===== src/rtl/ntt_coef_collector.sv =====
// Collects synchronizer words into an N-coefficient block and streams it to the NTT core.
// Define MOD_REDUCE_EN to conditionally subtract Q from each coefficient as it is captured.
module ntt_coef_collector #(
    parameter int WIDTH  = 32,
    parameter int COEF_W = 16,
    parameter int N      = 16,
    parameter int Q      = 3329
) (
    input  logic              clk,
    input  logic              rst,
    input  logic              in_valid,
    input  logic [WIDTH-1:0]  in_data,
    output logic              busy,
    output logic              out_valid,
    output logic [COEF_W-1:0] out_data,
    output logic              out_last,
    input  logic              out_ready,
    output logic              ovf
);
    localparam int P      = WIDTH / COEF_W;
    localparam int NW     = N / P;
    localparam int WCNT_W = (NW > 1) ? $clog2(NW) : 1;
    localparam int IDX_W  = (N > 1) ? $clog2(N) : 1;
    localparam logic [WCNT_W-1:0] WCNT_LAST = WCNT_W'(NW - 1);
    localparam logic [IDX_W-1:0]  IDX_LAST  = IDX_W'(N - 1);

    if ((WIDTH % COEF_W) != 0 || (N % P) != 0 || Q >= (1 << COEF_W)) begin : g_bad_cfg
        $error("ntt_coef_collector: invalid parameter set");
    end

    typedef enum logic {
        COLLECT = 1'b0,
        SEND    = 1'b1
    } state_e;

`ifdef MOD_REDUCE_EN
    localparam logic [COEF_W-1:0] Q_C = COEF_W'(Q);

    // One conditional subtraction only: inputs >= 2Q stay partially reduced.
    function automatic logic [COEF_W-1:0] capture_lane(input logic [COEF_W-1:0] c);
        return (c >= Q_C) ? c - Q_C : c;
    endfunction
`else
    function automatic logic [COEF_W-1:0] capture_lane(input logic [COEF_W-1:0] c);
        return c;
    endfunction
`endif

    state_e              state_q, state_d;
    logic [WCNT_W-1:0]   wcnt_q, wcnt_d;
    logic [IDX_W-1:0]    idx_q, idx_d;
    logic [COEF_W-1:0]   coef_q [N];
    logic [COEF_W-1:0]   coef_d [N];
    logic                busy_q, busy_d;
    logic                out_valid_q, out_valid_d;
    logic [COEF_W-1:0]   out_data_q, out_data_d;
    logic                out_last_q, out_last_d;
    logic                ovf_q, ovf_d;

    // NOTE: every variable gets its hold value first so no path leaves it unassigned (no latches).
    always_comb begin
        state_d     = state_q;
        wcnt_d      = wcnt_q;
        idx_d       = idx_q;
        coef_d      = coef_q;
        busy_d      = busy_q;
        out_valid_d = out_valid_q;
        out_data_d  = out_data_q;
        out_last_d  = out_last_q;
        ovf_d       = ovf_q | (in_valid & busy_q);

        unique case (state_q)
            COLLECT: begin
                if (in_valid) begin
                    for (int i = 0; i < P; i++) begin
                        coef_d[IDX_W'(int'(wcnt_q) * P + i)] =
                            capture_lane(in_data[i*COEF_W +: COEF_W]);
                    end
                    if (wcnt_q == WCNT_LAST) begin
                        // coef_d[0] rather than coef_q[0]: it may be written this very cycle.
                        state_d     = SEND;
                        wcnt_d      = '0;
                        idx_d       = '0;
                        busy_d      = 1'b1;
                        out_valid_d = 1'b1;
                        out_data_d  = coef_d[0];
                        out_last_d  = (idx_d == IDX_LAST);
                    end else begin
                        wcnt_d = wcnt_q + 1'b1;
                    end
                end
            end
            SEND: begin
                if (out_valid_q && out_ready) begin
                    if (idx_q == IDX_LAST) begin
                        state_d     = COLLECT;
                        idx_d       = '0;
                        busy_d      = 1'b0;
                        out_valid_d = 1'b0;
                        out_last_d  = 1'b0;
                    end else begin
                        idx_d      = idx_q + 1'b1;
                        out_data_d = coef_q[idx_d];
                        out_last_d = (idx_d == IDX_LAST);
                    end
                end
            end
            default: state_d = COLLECT;
        endcase
    end

    // NOTE: state uses non-blocking assignments so all registers update together at the edge.
    always_ff @(posedge clk or posedge rst) begin
        if (rst) begin
            state_q     <= COLLECT;
            wcnt_q      <= '0;
            idx_q       <= '0;
            busy_q      <= 1'b0;
            out_valid_q <= 1'b0;
            out_data_q  <= '0;
            out_last_q  <= 1'b0;
            ovf_q       <= 1'b0;
        end else begin
            state_q     <= state_d;
            wcnt_q      <= wcnt_d;
            idx_q       <= idx_d;
            busy_q      <= busy_d;
            out_valid_q <= out_valid_d;
            out_data_q  <= out_data_d;
            out_last_q  <= out_last_d;
            ovf_q       <= ovf_d;
        end
    end

    // NOTE: the coefficient buffer is not reset; it is only read after a full block rewrites it.
    always_ff @(posedge clk) begin
        coef_q <= coef_d;
    end

    assign busy      = busy_q;
    assign out_valid = out_valid_q;
    assign out_data  = out_data_q;
    assign out_last  = out_last_q;
    assign ovf       = ovf_q;
endmodule

===== config.mk =====
export PLATFORM = sky130hd
export DESIGN_NAME = ntt_coef_collector
export DESIGN_NICKNAME = d
export VERILOG_FILES = /design/src/rtl/ntt_coef_collector.sv
export SDC_FILE = /design/constraint.sdc
export NUM_CORES = 1
export LEC_CHECK = 0
export ABC_AREA = 1
export CAP_MARGIN = 20
export CORE_MARGIN = 2
export CORE_UTILIZATION = 56
export CTS_CLUSTER_DIAMETER = 80
export DETAILED_ROUTE_END_ITERATION = 10
export GPL_ROUTABILITY_DRIVEN = 0
export PLACE_DENSITY = 0.77
export SYNTH_ARGS = -nofsm -noshare
export SYNTH_HDL_FRONTEND = slang
export SYNTH_SLANG_ARGS = --single-unit

===== constraint.sdc =====
create_clock -name clk -period 5.1 [get_ports clk]
set_input_delay 1.02 -clock clk [delete_from_list [all_inputs] [get_ports clk]]
set_output_delay 1.02 -clock clk [all_outputs]
set_load 0.05 [all_outputs]

==> flow_summary_export.csv, run 1 <==
group,metric,value,unit
final_layout,ff_latch_area,8370,um^2
synthesis,ys_ff_latch,283,
job,drv_cap,0,
detailed_routing,wl,27.9,mm
placement,pre_cts_ws,2.02,ns
final_layout,area_growth,18.2,%
floorplanning,std_cell_rows,55,
power_and_ir_drop,combPwrFrac,0.394,
clock_tree,clk_pin_slew,0.06,ns
outcome,status,"finished clean",
placement,dp_hpwl,16.3,mm
hold_path,min_path_type,"reg -> reg",
synthesis,synth_enable_flop_cells,256,
synthesis,seq_area_frac_synth,0.653,
detailed_routing,viasPerCell,4.98,
worst_setup_path,crit_type,"reg -> reg",
worst_setup_path,crit_start,"idx_q[0]",
synthesis,yosysWarnings,0,
detailed_routing,drc,0,
synthesis,synthArstFlopShare,0.0954,
detailed_routing,avgRoutedWirePerCell,15.2,um
global_route,grt_pass1_wl,44.8,mm
floorplanning,die_x,155,um
global_route,grt_usage,0.239,
power_and_ir_drop,vdd_ir_drop_max,384,uV
final_layout,instances_no_fill,1840,
worst_setup_path,endpoint,"out_data[12]",
synthesis,synth.top_cell.area_share,0.600,
worst_setup_path,cp.required,5.54,ns
placement,dp.cells,1784,
clock_tree,htree_levels,1,
power_and_ir_drop,leakagePower,6.93,nW
sta,clock-skew-final,0.00968,ns
synthesis,synth.avg_cell_area,9.80,um^2
floorplanning,die_area,24100,um^2
worst_setup_path,crit_fanout,65,
final_layout,multi_input_area,4120,um^2
worst_setup_path,r2r_setup_slack,1.95,ns
sta,rsz0062_at_grt,"no",
clock_tree,clock_sinks,283,
floorplanning,die_y,155,um
synthesis,synth_top_flop_cell,"edfxtp_1",
detailed_routing,detailroute.via_count,9159,
clock_tree,cts_tree,"done",
detailed_routing,detail_route.iter0.violations,946,
synthesis,synthCells,1308,
clock_tree,clockBufferDepth,3,
power_and_ir_drop,power_density,537,nW/um^2
synthesis,yosysMostFrequentCell,"nand2_1",
placement,io_buffer_count,55,
power_and_ir_drop,switching_share,0.404,
floorplanning,core_area,22600,um^2
synthesis,synth_area_leader_cell,"edfxtp_1",
sta,tightest_slew,1.14,ns
synthesis,synth_cell_type_count,29,
clock_tree,root_buffer,"clkbuf_16",
worst_setup_path,worstPathArrival,3.60,ns
power_and_ir_drop,clkPwrFrac,0.245,
power_and_ir_drop,p_switching,3.28,mW
worst_setup_path,end_kind,"flip-flop",
final_layout,drive_gt1_frac,0.0566,
final_layout,n_antenna_cell,0,
sta,max_slew_margin,0.240,
power_and_ir_drop,p_seq_frac,0.360,
worst_setup_path,reg2regPathDepth,8,
sta,finalHoldViolCount,0,
final_layout,nFillCells,1742,
clock_tree,insertion_delay,0.55,ns
sta,fin_crit_sh,0.619,
sta,maxSlewViolCount,0,
worst_setup_path,worstReg2RegStart,"idx_q[0]",
clock_tree,cts_resized,0,
sta,fmax,317,MHz
floorplanning,ios,56,
worst_setup_path,worstReg2RegEnd,"out_data[12]",
synthesis,netlist_area,12800,um^2
clock_tree,cts_buffers,29,
floorplanning,start_util,0.568,
worst_setup_path,critPathLaunchType,"flip-flop",
final_layout,fin_nets,1572,
detailed_routing,firstDrtPassIters,5,
global_route,grt_pass1_vias,8709,
sta,postLayoutSetupSlackWorst,1.95,ns
clock_tree,post_cts_buffers,0,
global_route,grt_antenna_before_repair,0,
sta,min_period,3.15,ns
clock_tree,cts_hold_buf,0,
power_and_ir_drop,p_int,4.85,mW
global_route,grt_max_degree,84,
synthesis,synth_area_leaders,"edfxtp_1, nand2_1, nand3_1, dfrtp_1, inv_1",
detailed_routing,ant_nets,0,
synthesis,synthTopCellsByCount,"nand2_1, edfxtp_1, inv_1",
sta,finalSetupTns,0,ns
global_route,grt_remaining_overflow,0,
sta,setup_violations,0,
[power by group through the flow]
| stage | registers [mW] | clock network, mW | logic [mW] |
|---|---|---|---|
| final | 2.93 | 1.99 | 3.21 |
| after global routing | 2.95 | 2.12 | 3.57 |
| after CTS | 2.93 | 2.03 | 3.19 |
| after detailed placement | 2.98 | 0 | 3.16 |
| after global placement | 2.97 | 0 | 3.13 |
| after floorplan | 3.07 | 0 | 2.24 |
[cell families after synthesis]
logic type,Yosys count,share of synthesized area
adder cells (fa/ha/maj),4,0.00391
AND/OR/NAND/NOR,720,0.236
buffers and inverters,255,0.0852
flip-flops,283,0.653
XOR/XNOR,3,0.00469
AO/OA/AOI/OAI,42,0.0172
other,1,0.000293
[worst max-delay path, stage by stage (launching register included)]
cell and delay [ns]:
dfrtp_4 0.87, ha_1 0.51, xor2_4 0.84, buf_4 0.36, nand3_1 0.10, nand3_1 0.10, nand3_1 0.11, nand2_1 0.09
nand2_1 0.05
[cell type report]
class | instances | area share
Tap cell | 285 | 0.0235
Clock buffer | 42 | 0.0551
Inverter | 190 | 0.0475
Timing Repair Buffer | 67 | 0.0449
Clock inverter | 12 | 0.00471
Multi-Input combinational cell | 961 | 0.272
Sequential cell | 283 | 0.552
[per-stage QoR]
stage | area [um^2] | total power [mW] | util | hold WS, ns
2_1_floorplan | 13500 | 5.30 | - | 0.516
3_3_place_gp | 14200 | 6.10 | 0.629 | 0.441
3_5_place_dp | 14200 | 6.14 | 0.629 | 0.448
4_1_cts | 15100 | 8.15 | 0.669 | 0.462
5_1_grt | 15200 | 8.65 | 0.671 | 0.491
6_report | 15200 | 8.14 | 0.671 | 0.460
[sequential cells by signal (all words and copies together) (netlist names)]
name / flops
ovf: 1
state_q: 1
idx_q: 4
coef_q: 256
out_data: 16
out_last: 1
out_valid: 1
wcnt_q: 3
[cell usage in the layout, fill, tap and decap left out, drive strengths merged, types with 2 or more instances in the layout]
cell type	netlist	routed
edfxtp	256	256
clkinv	6	15
ha	4	4
inv	184	184
nor2	117	117
buf	50	12
o21ai	22	22
a21oi	16	16
conb	1	192
dfrtp	27	27
xor2	2	2
nand4	2	2
clkinvlp	0	3
clkdlybuf4s50	0	55
nand3	186	186
clkbuf	15	42
nand2	415	415
[layer usage]
metal | wire length [um] | track usage
met1 | 11500 | 0.330
met2 | 13300 | 0.398
met3 | 2490 | 0.0365
met4 | 669 | 0.0743
met5 | 0 | 0
[how the worst min path moves through the flow]
stage                     startpoint  slack (ns)   endpoint  cells after the start
after detailed placement         ovf        0.45        ovf                      1
after global routing             ovf        0.49        ovf                      1
after CTS                        ovf        0.46        ovf                      1
after floorplan            wcnt_q[1]        0.52  wcnt_q[1]                      2
after global placement           ovf        0.44        ovf                      1
final                            ovf        0.46        ovf                      1
No activity file was read; power rests on OpenSTA's default activity.
==> run 2, diff against run 1 <==
--- a/config.mk
+++ b/config.mk
@@ -8,11 +8,11 @@
 export ABC_AREA = 1
 export CAP_MARGIN = 20
 export CORE_MARGIN = 2
-export CORE_UTILIZATION = 56
+export CORE_UTILIZATION = 55
 export CTS_CLUSTER_DIAMETER = 80
 export DETAILED_ROUTE_END_ITERATION = 10
 export GPL_ROUTABILITY_DRIVEN = 0
-export PLACE_DENSITY = 0.77
+export PLACE_DENSITY = 0.78
 export SYNTH_ARGS = -nofsm -noshare
 export SYNTH_HDL_FRONTEND = slang
 export SYNTH_SLANG_ARGS = --single-unit
==> constraint.sdc (replaced) <==
create_clock -name clk -period 2.9 [get_ports clk]
set_input_delay 0.58 -clock clk [delete_from_list [all_inputs] [get_ports clk]]
set_output_delay 0.58 -clock clk [all_outputs]
set_load 0.05 [all_outputs]
==> flow_summary_export.csv, run 2 (synthesis gave the netlist of run 1 again) <==
group,metric,value,unit
final_layout,multi_input_area,4120,um^2
placement,io_buffer_count,55,
detailed_routing,firstDrtPassIters,5,
worst_setup_path,cp.required,2.32,ns
worst_setup_path,worstReg2RegStart,"state_q",
sta,clock-skew-final,0.00727,ns
floorplanning,core_area,22800,um^2
clock_tree,clk_pin_slew,0.06,ns
sta,worst_hold_slack,0.354,ns
detailed_routing,routed.top_layer,"met4",
final_layout,top_register,"coef_q",
clock_tree,cts_tree,"done",
final_layout,final_common_cell,"nand2_1",
worst_setup_path,cp.depth,1,
worst_setup_path,crit_fanout,5,
power_and_ir_drop,combPwrFrac,0.414,
global_route,grt_antenna_before_repair,0,
worst_setup_path,worstReg2RegEnd,"out_data[12]",
floorplanning,die_x,157,um
sta,min_period,2.41,ns
floorplanning,std_cell_rows,55,
detailed_routing,detailroute.via_count,9242,
outcome,status,"finished clean",
clock_tree,root_buffer,"clkbuf_16",
sta,tightest_slew,1.00,ns
worst_setup_path,critPathLaunchType,"flip-flop",
floorplanning,die_y,157,um
final_layout,area_growth,19.6,%
clock_tree,cts_resized,0,
detailed_routing,met2_length,13.7,mm
final_layout,finalInstanceArea,15300,um^2
sta,finalSetupTns,0,ns
power_and_ir_drop,p_seq_frac,0.345,
sta,maxSlewViolCount,0,
worst_setup_path,path_delay_family,"buffers and inverters",
worst_setup_path,max_stage_delay,0.85,ns
final_layout,ff_latch_area,8370,um^2
hold_path,min_path_type,"in -> async",
global_route,grt_remaining_overflow,0,
clock_tree,htree_levels,1,
sta,max_slew_margin,0.332,
clock_tree,cts_hold_buf,0,
floorplanning,start_util,0.563,
sta,rsz0062_at_grt,"no",
detailed_routing,viasPerCell,4.91,
global_route,grt_usage,0.242,
clock_tree,cts_buffers,30,
worst_setup_path,reg2regPathDepth,11,
power_and_ir_drop,p_switching,5.82,mW
power_and_ir_drop,clkPwrFrac,0.241,
detailed_routing,wl_met1,11.5,mm
detailed_routing,drc,0,
worst_setup_path,crit_slowest_cell,"clkdlybuf4s50_1",
final_layout,fin_nets,1587,
detailed_routing,met3_length,2.41,mm
sta,fin_crit_sh,0.830,
worst_setup_path,crit_type,"reg -> out",
clock_tree,insertion_delay,0.54,ns
sta,setup_violations,0,
power_and_ir_drop,p_int,8.77,mW
power_and_ir_drop,switching_share,0.399,
global_route,grt_max_degree,96,
floorplanning,ios,56,
placement,dp_hpwl,17.4,mm
detailed_routing,avgRoutedWirePerCell,15.1,um
clock_tree,clock_sinks,283,
sta,finalHoldViolCount,0,
power_and_ir_drop,vdd_ir_drop_max,897,uV
power_and_ir_drop,power_density,952,nW/um^2
worst_setup_path,worstPathArrival,1.83,ns
worst_setup_path,crit_chain,"clkdlybuf4s50_1",
power_and_ir_drop,leakagePower,7.00,nW
final_layout,drive_gt1_frac,0.0579,
final_layout,largest_reg_flops,256,
power_and_ir_drop,p_total,14.6,mW
detailed_routing,ant_nets,0,
detailed_routing,detail_route.iter0.violations,961,
clock_tree,post_cts_buffers,0,
global_route,grt_pass1_wl,45.6,mm
worst_setup_path,path_buf_inv,1,
job,drv_cap,0,
detailed_routing,wl,28.5,mm
floorplanning,die_area,24500,um^2
final_layout,final_cell_mix,"nand2_1, edfxtp_1, conb_1",
final_layout,nFillCells,1747,
sta,fmax,416,MHz
global_route,grt_pass1_vias,8947,
final_layout,n_antenna_cell,0,
worst_setup_path,r2r_setup_slack,0.76,ns
clock_tree,clockBufferDepth,3,
placement,dpl_cell_area,14400,um^2
worst_setup_path,end_kind,"output port",
==> run 2: per-layer routing <==
layer / track usage / vias up
li1: - / 4494
met1: 0.320 / 4282
met2: 0.403 / 393
met3: 0.0385 / 73
met4: 0.0935 / 0
met5: 0 / -
==> run 2: final cells by class <==
cell class	instances	share of cell area
flip-flops and latches	283	0.546
multi-input cells	961	0.269
clock buffers	45	0.0541
repair buffers	81	0.0536
inverters	190	0.0470
well taps	313	0.0256
clock inverters	11	0.00482
==> run 2: worst max path at each step <==
stage / end / slack (ns) / startpoint
after floorplan: coef_q[160] / 0.20 / wcnt_q[0]
after global placement: out_data[12] / 0.68 / out_ready
after detailed placement: out_data[14] / 0.60 / out_ready
after CTS: out_valid / 0.47 / out_valid
after global routing: out_valid / 0.43 / out_valid
final: out_valid / 0.49 / out_valid
==> run 2: per-stage QoR <==
step / setup WS, ns / cells / utilization
3_5_place_dp: 0.596 / 1828 / 0.633
3_3_place_gp: 0.678 / 1828 / 0.633
4_1_cts: 0.475 / 1884 / 0.673
5_1_grt: 0.430 / 1884 / 0.673
6_report: 0.494 / 1884 / 0.673
2_1_floorplan: 0.201 / 1499 / -
==> run 2: power groups by stage <==
stage | registers [mW] | logic (mW) | clock network (mW)
after global placement | 5.10 | 5.88 | 0
after CTS | 5.02 | 6.04 | 3.57
after detailed placement | 5.11 | 5.99 | 0
after floorplan | 5.39 | 3.93 | 0
final | 5.03 | 6.04 | 3.52
after global routing | 5.05 | 6.68 | 3.72
==> run 3, diff against run 2 <==
==> constraint.sdc (replaced) <==
create_clock -name clk -period 2 [get_ports clk]
set_input_delay 0.4 -clock clk [delete_from_list [all_inputs] [get_ports clk]]
set_output_delay 0.4 -clock clk [all_outputs]
set_load 0.05 [all_outputs]
==> flow_summary_export.csv, run 3 (synthesis gave the netlist of run 1 again) <==
group,metric,value,unit
sta,tightest_slew,0.554,ns
final_layout,final_cell_mix,"nand2_1, edfxtp_1, conb_1",
detailed_routing,viasPerCell,4.93,
floorplanning,die_x,157,um
clock_tree,insertion_delay,0.54,ns
final_layout,largest_reg_flops,256,
placement,dpl_cell_area,14700,um^2
final_layout,final_util,0.686,
final_layout,finalInstanceArea,15600,um^2
sta,finalSetupTns,0,ns
final_layout,top_register,"coef_q",
placement,dp_hpwl,18.1,mm
clock_tree,root_buffer,"clkbuf_16",
worst_setup_path,reg2regPathDepth,10,
sta,fmax,503,MHz
floorplanning,die_area,24500,um^2
worst_setup_path,worstReg2RegEnd,"out_data[3]",
sta,maxSlewViolCount,0,
clock_tree,clk_pin_slew,0.06,ns
floorplanning,core_area,22800,um^2
global_route,grt_pass1_vias,9189,
floorplanning,ios,56,
clock_tree,clockBufferDepth,3,
clock_tree,clock_sinks,283,
hold_path,min_path_type,"in -> async",
global_route,grt_antenna_before_repair,0,
worst_setup_path,end_kind,"flip-flop",
sta,max_slew_margin,0.632,
sta,setup_violations,0,
sta,min_period,1.99,ns
worst_setup_path,cp.required,2.42,ns
outcome,status,"finished clean",
clock_tree,cts_buffers,29,
sta,clock-skew-final,0.00977,ns
detailed_routing,detail_route.iter0.violations,922,
global_route,grt_max_degree,110,
final_layout,fin_nets,1611,
final_layout,drive_gt1_frac,0.0822,
power_and_ir_drop,power_density,1390,nW/um^2
detailed_routing,firstDrtPassIters,6,
final_layout,final_common_cell,"nand2_1",
worst_setup_path,worstReg2RegStart,"idx_q[1]",
floorplanning,std_cell_rows,55,
detailed_routing,ant_nets,0,
placement,io_buffer_count,55,
sta,finalHoldViolCount,0,
final_layout,n_antenna_cell,0,
power_and_ir_drop,leakagePower,7.21,nW
global_route,grt_usage,0.245,
global_route,grt_remaining_overflow,0,
job,drv_cap,0,
worst_setup_path,crit_type,"reg -> reg",
floorplanning,die_y,157,um
power_and_ir_drop,vdd_ir_drop_max,1260,uV
detailed_routing,avgRoutedWirePerCell,15.5,um
detailed_routing,drc,0,
worst_setup_path,crit_fanout,8,
clock_tree,cts_tree,"done",
clock_tree,htree_levels,1,
floorplanning,start_util,0.563,
detailed_routing,wl,29.6,mm
worst_setup_path,r2r_setup_slack,0.01,ns
worst_setup_path,critPathLaunchType,"flip-flop",
worst_setup_path,worstPathArrival,2.41,ns
final_layout,area_growth,21.9,%
sta,fin_crit_sh,0.994,
global_route,grt_pass1_wl,45.9,mm
detailed_routing,detailroute.via_count,9396,
==> run 3: routing by layer <==
metal	share of wire	up-vias	global-route usage
met2	0.49	416	0.411
met1	0.39	4380	0.320
li1	-	4540	-
met5	0	-	0
met4	0.024	0	0.0909
met3	0.097	60	0.0432
==> run 3: cell type report <==
| cell class | count | area, um^2 |
|---|---|---|
| clock inverters | 9 | 38.8 |
| inverters | 190 | 719 |
| well taps | 313 | 392 |
| repair buffers | 106 | 1110 |
| clock buffers | 44 | 853 |
| multi-input cells | 961 | 4140 |
| fillers | 1705 | 7160 |
| flip-flops and latches | 283 | 8370 |
==> run 3: stage by stage <==
| step | setup WS (ns) | cells | total power, mW | hold WS [ns] |
|---|---|---|---|---|
| 2_1_floorplan | 0.0115 | 1499 | 13.6 | 0.453 |
| 3_3_place_gp | 0.140 | 1849 | 16.1 | 0.441 |
| 3_5_place_dp | 0.115 | 1849 | 16.3 | 0.444 |
| 4_1_cts | 0.0775 | 1902 | 21.3 | 0.236 |
| 5_1_grt | -0.0411 | 1906 | 22.9 | 0.255 |
| 6_report | 0.0119 | 1906 | 21.7 | 0.238 |
==> run 3: repair_timing <==
action                     4_1_cts  5_1_grt
pin swaps                        0        1
resized for setup               10        4
setup buffers                    0        2
setup endpoints to repair       10        3
cloned                           0        2
hold buffers                     0        0
==> run 3: critical path: stages, from the launching register on <==
cell	delay (ns)
dfrtp_1	0.53
ha_2	0.28
buf_4	0.15
xnor2_4	0.13
buf_4	0.15
buf_4	0.18
nand3_1	0.11
nand3_1	0.11
nand3_1	0.08
nand2_1	0.08
nand2_1	0.06
==> run 3: power by group <==
group	total, mW	internal (mW)	switching, mW
clock network	5.04	2.92	2.12
registers	7.29	6.95	0.342
logic	9.33	3.20	6.13
==> run 3: how the worst max path moves through the flow <==
stage | depth (start not counted) | from | endpoint | slack (ns)
2_1_floorplan | 13 | idx_q[0] | out_data[15] | 0.01
3_3_place_gp | 5 | in_valid | coef_q[172] | 0.14
3_5_place_dp | 9 | idx_q[0] | out_data[15] | 0.11
4_1_cts | 9 | idx_q[0] | out_data[10] | 0.08
5_1_grt | 9 | idx_q[1] | out_data[10] | -0.04
6_report | 10 | idx_q[1] | out_data[3] | 0.01
==> RTL edit, RTL diff (config.mk and constraints of run 2) <==
Reset style: synchronous (`rst`), changed in one clocked block.
--- a/src/rtl/ntt_coef_collector.sv
+++ b/src/rtl/ntt_coef_collector.sv
@@ -112,3 +112,3 @@
     // NOTE: state uses non-blocking assignments so all registers update together at the edge.
-    always_ff @(posedge clk or posedge rst) begin
+    always_ff @(posedge clk) begin
         if (rst) begin
Function: no difference found for any inputs over 4 cycles, from zero or initial values and one cycle with rst high; that may be too few to reach the edited logic, so the function may still have changed.
==> RTL edit against run 2 <==
Worst setup slack improved by 0.0084 ns; clock skew rose by 0.010 ns; sequential cell count did not move; hold slack improved by 0.12 ns; synthesized area fell by 1.7%; die area fell by 1.6%; final area fell by 1.1%; core utilization fell by 0.10 points; via count rose by 1.5%; wire length rose by 0.26%.
Power is not compared: it rests on default switching activity, and its combinational part moved more than twofold at a synthesized area within 25%.
==> RTL edit: results <==
INSERT INTO impl_metrics (metric_group, metric, value, unit) VALUES
('final_layout', 'final_net_count', '1593', ''),
('setup_path', 'rr_startpoint', 'idx_q[0]', ''),
('setup_path', 'rr_endpoint', 'out_data[7]', ''),
('placed_design', 'half_perimeter_wire_length_of_the_detailed_placement_result', '16.93', 'mm'),
('routing', 'totalWireLength', '28.59', 'mm'),
('setup_path', 'cp_max_fo', '6', ''),
('yosys', 'synth_xor_area_frac', '0.004170', ''),
('timing', 'relSlewSlack', '0.5210', ''),
('global_routing', 'grt_use_met1', '0.2975', ''),
('yosys', 'synth.top_cells.by_count', 'sky130_fd_sc_hd__nand2_1 (396), sky130_fd_sc_hd__edfxtp_1 (256), sky130_fd_sc_hd__inv_1 (185), sky130_fd_sc_hd__nand3_1 (181), sky130_fd_sc_hd__nor2_1 (124)', ''),
('timing', 'holdWs', '0.4703', 'ns'),
('global_routing', 'global_route.usage.met2', '0.4444', ''),
('yosys', 'share_of_synthesized_cell_area_in_full_adder_half_adder_and_majority_cells', '0.003972', ''),
('yosys', 'postSynth.asyncResetShare', '0', ''),
('final_layout', 'fillCellCount', '1746', ''),
('yosys', 'yosys-top-cells-area', 'sky130_fd_sc_hd__edfxtp_1 (61%), sky130_fd_sc_hd__nand2_1 (12%), sky130_fd_sc_hd__nand3_1 (7.2%)', ''),
('routing', 'drt_pre_antenna_iters', '6', ''),
('global_routing', 'largest_net_degree_at_the_start_of_global_routing', '147', ''),
('status', 'outcome', 'finished, final reports clean', ''),
('global_routing', 'grt_use_total', '0.2427', '');
RTL edit: changes by cell type after synthesis, sizes merged, moves of 2 or more:
cell | run 2 | this run
inv | 184 | 189
clkbuf | 15 | 25
dfrtp | 27 | 0
nand3 | 186 | 182
nand2 | 415 | 398
dfxtp | 0 | 27
a21oi | 16 | 41
clkinv | 6 | 1
buf | 50 | 42
nor2 | 117 | 125
a211oi | 0 | 2
RTL edit: worst max path at each step:
stage / end / cells after the start / slack, ns / startpoint
5_1_grt: out_valid / 1 / 0.45 / out_valid
4_1_cts: out_valid / 1 / 0.49 / out_valid
3_3_place_gp: coef_q[180] / 6 / 0.47 / in_valid
6_report: out_valid / 1 / 0.50 / out_valid
2_1_floorplan: coef_q[160] / 4 / 0.28 / in_valid
3_5_place_dp: coef_q[229] / 6 / 0.38 / in_valid
RTL edit: cell type report:
type                            instances  area (um2)  share of cell area
Sequential cell                       283        8232              0.5430
Tap cell                              285       356.6             0.02352
Inverter                              190       714.4             0.04712
Multi-Input combinational cell        969        4084              0.2694
Clock inverter                         13       115.1            0.007593
Clock buffer                           43       840.8             0.05546
Timing Repair Buffer                   79       818.3             0.05397
RTL edit: metal layers:
metal  share of wire  vias up
met2            0.51      383
met1            0.38     4410
met3           0.081       61
met5               0        -
li1                -     4531
met4           0.027        0
RTL edit: kinds of logic after synthesis:
family	count (synthesis)
AND/OR/NAND/NOR	706
flip-flops	283
adder cells (fa/ha/maj)	4
other	1
XOR/XNOR	3
AO/OA/AOI/OAI	64
buffers and inverters	257
RTL edit: stage by stage:
stage | total power (uW) | setup WS (ns) | instances | util
after global routing | 9310 | 0.4501 | 1862 | 0.6717
after global placement | 5363 | 0.4689 | 1806 | 0.6293
final | 9030 | 0.5027 | 1862 | 0.6717
after detailed placement | 5391 | 0.3828 | 1806 | 0.6293
after CTS | 9060 | 0.4941 | 1862 | 0.6717
after floorplan | 5181 | 0.2769 | 1509 | -
RTL edit: power by group through the flow:
stage	sequential (uW)	combinational [uW]	clock, uW
2_1_floorplan	4850	334	0
3_3_place_gp	4850	513	0
3_5_place_dp	4860	530	0
4_1_cts	4780	538	3740
5_1_grt	4800	627	3890
6_report	4780	551	3700
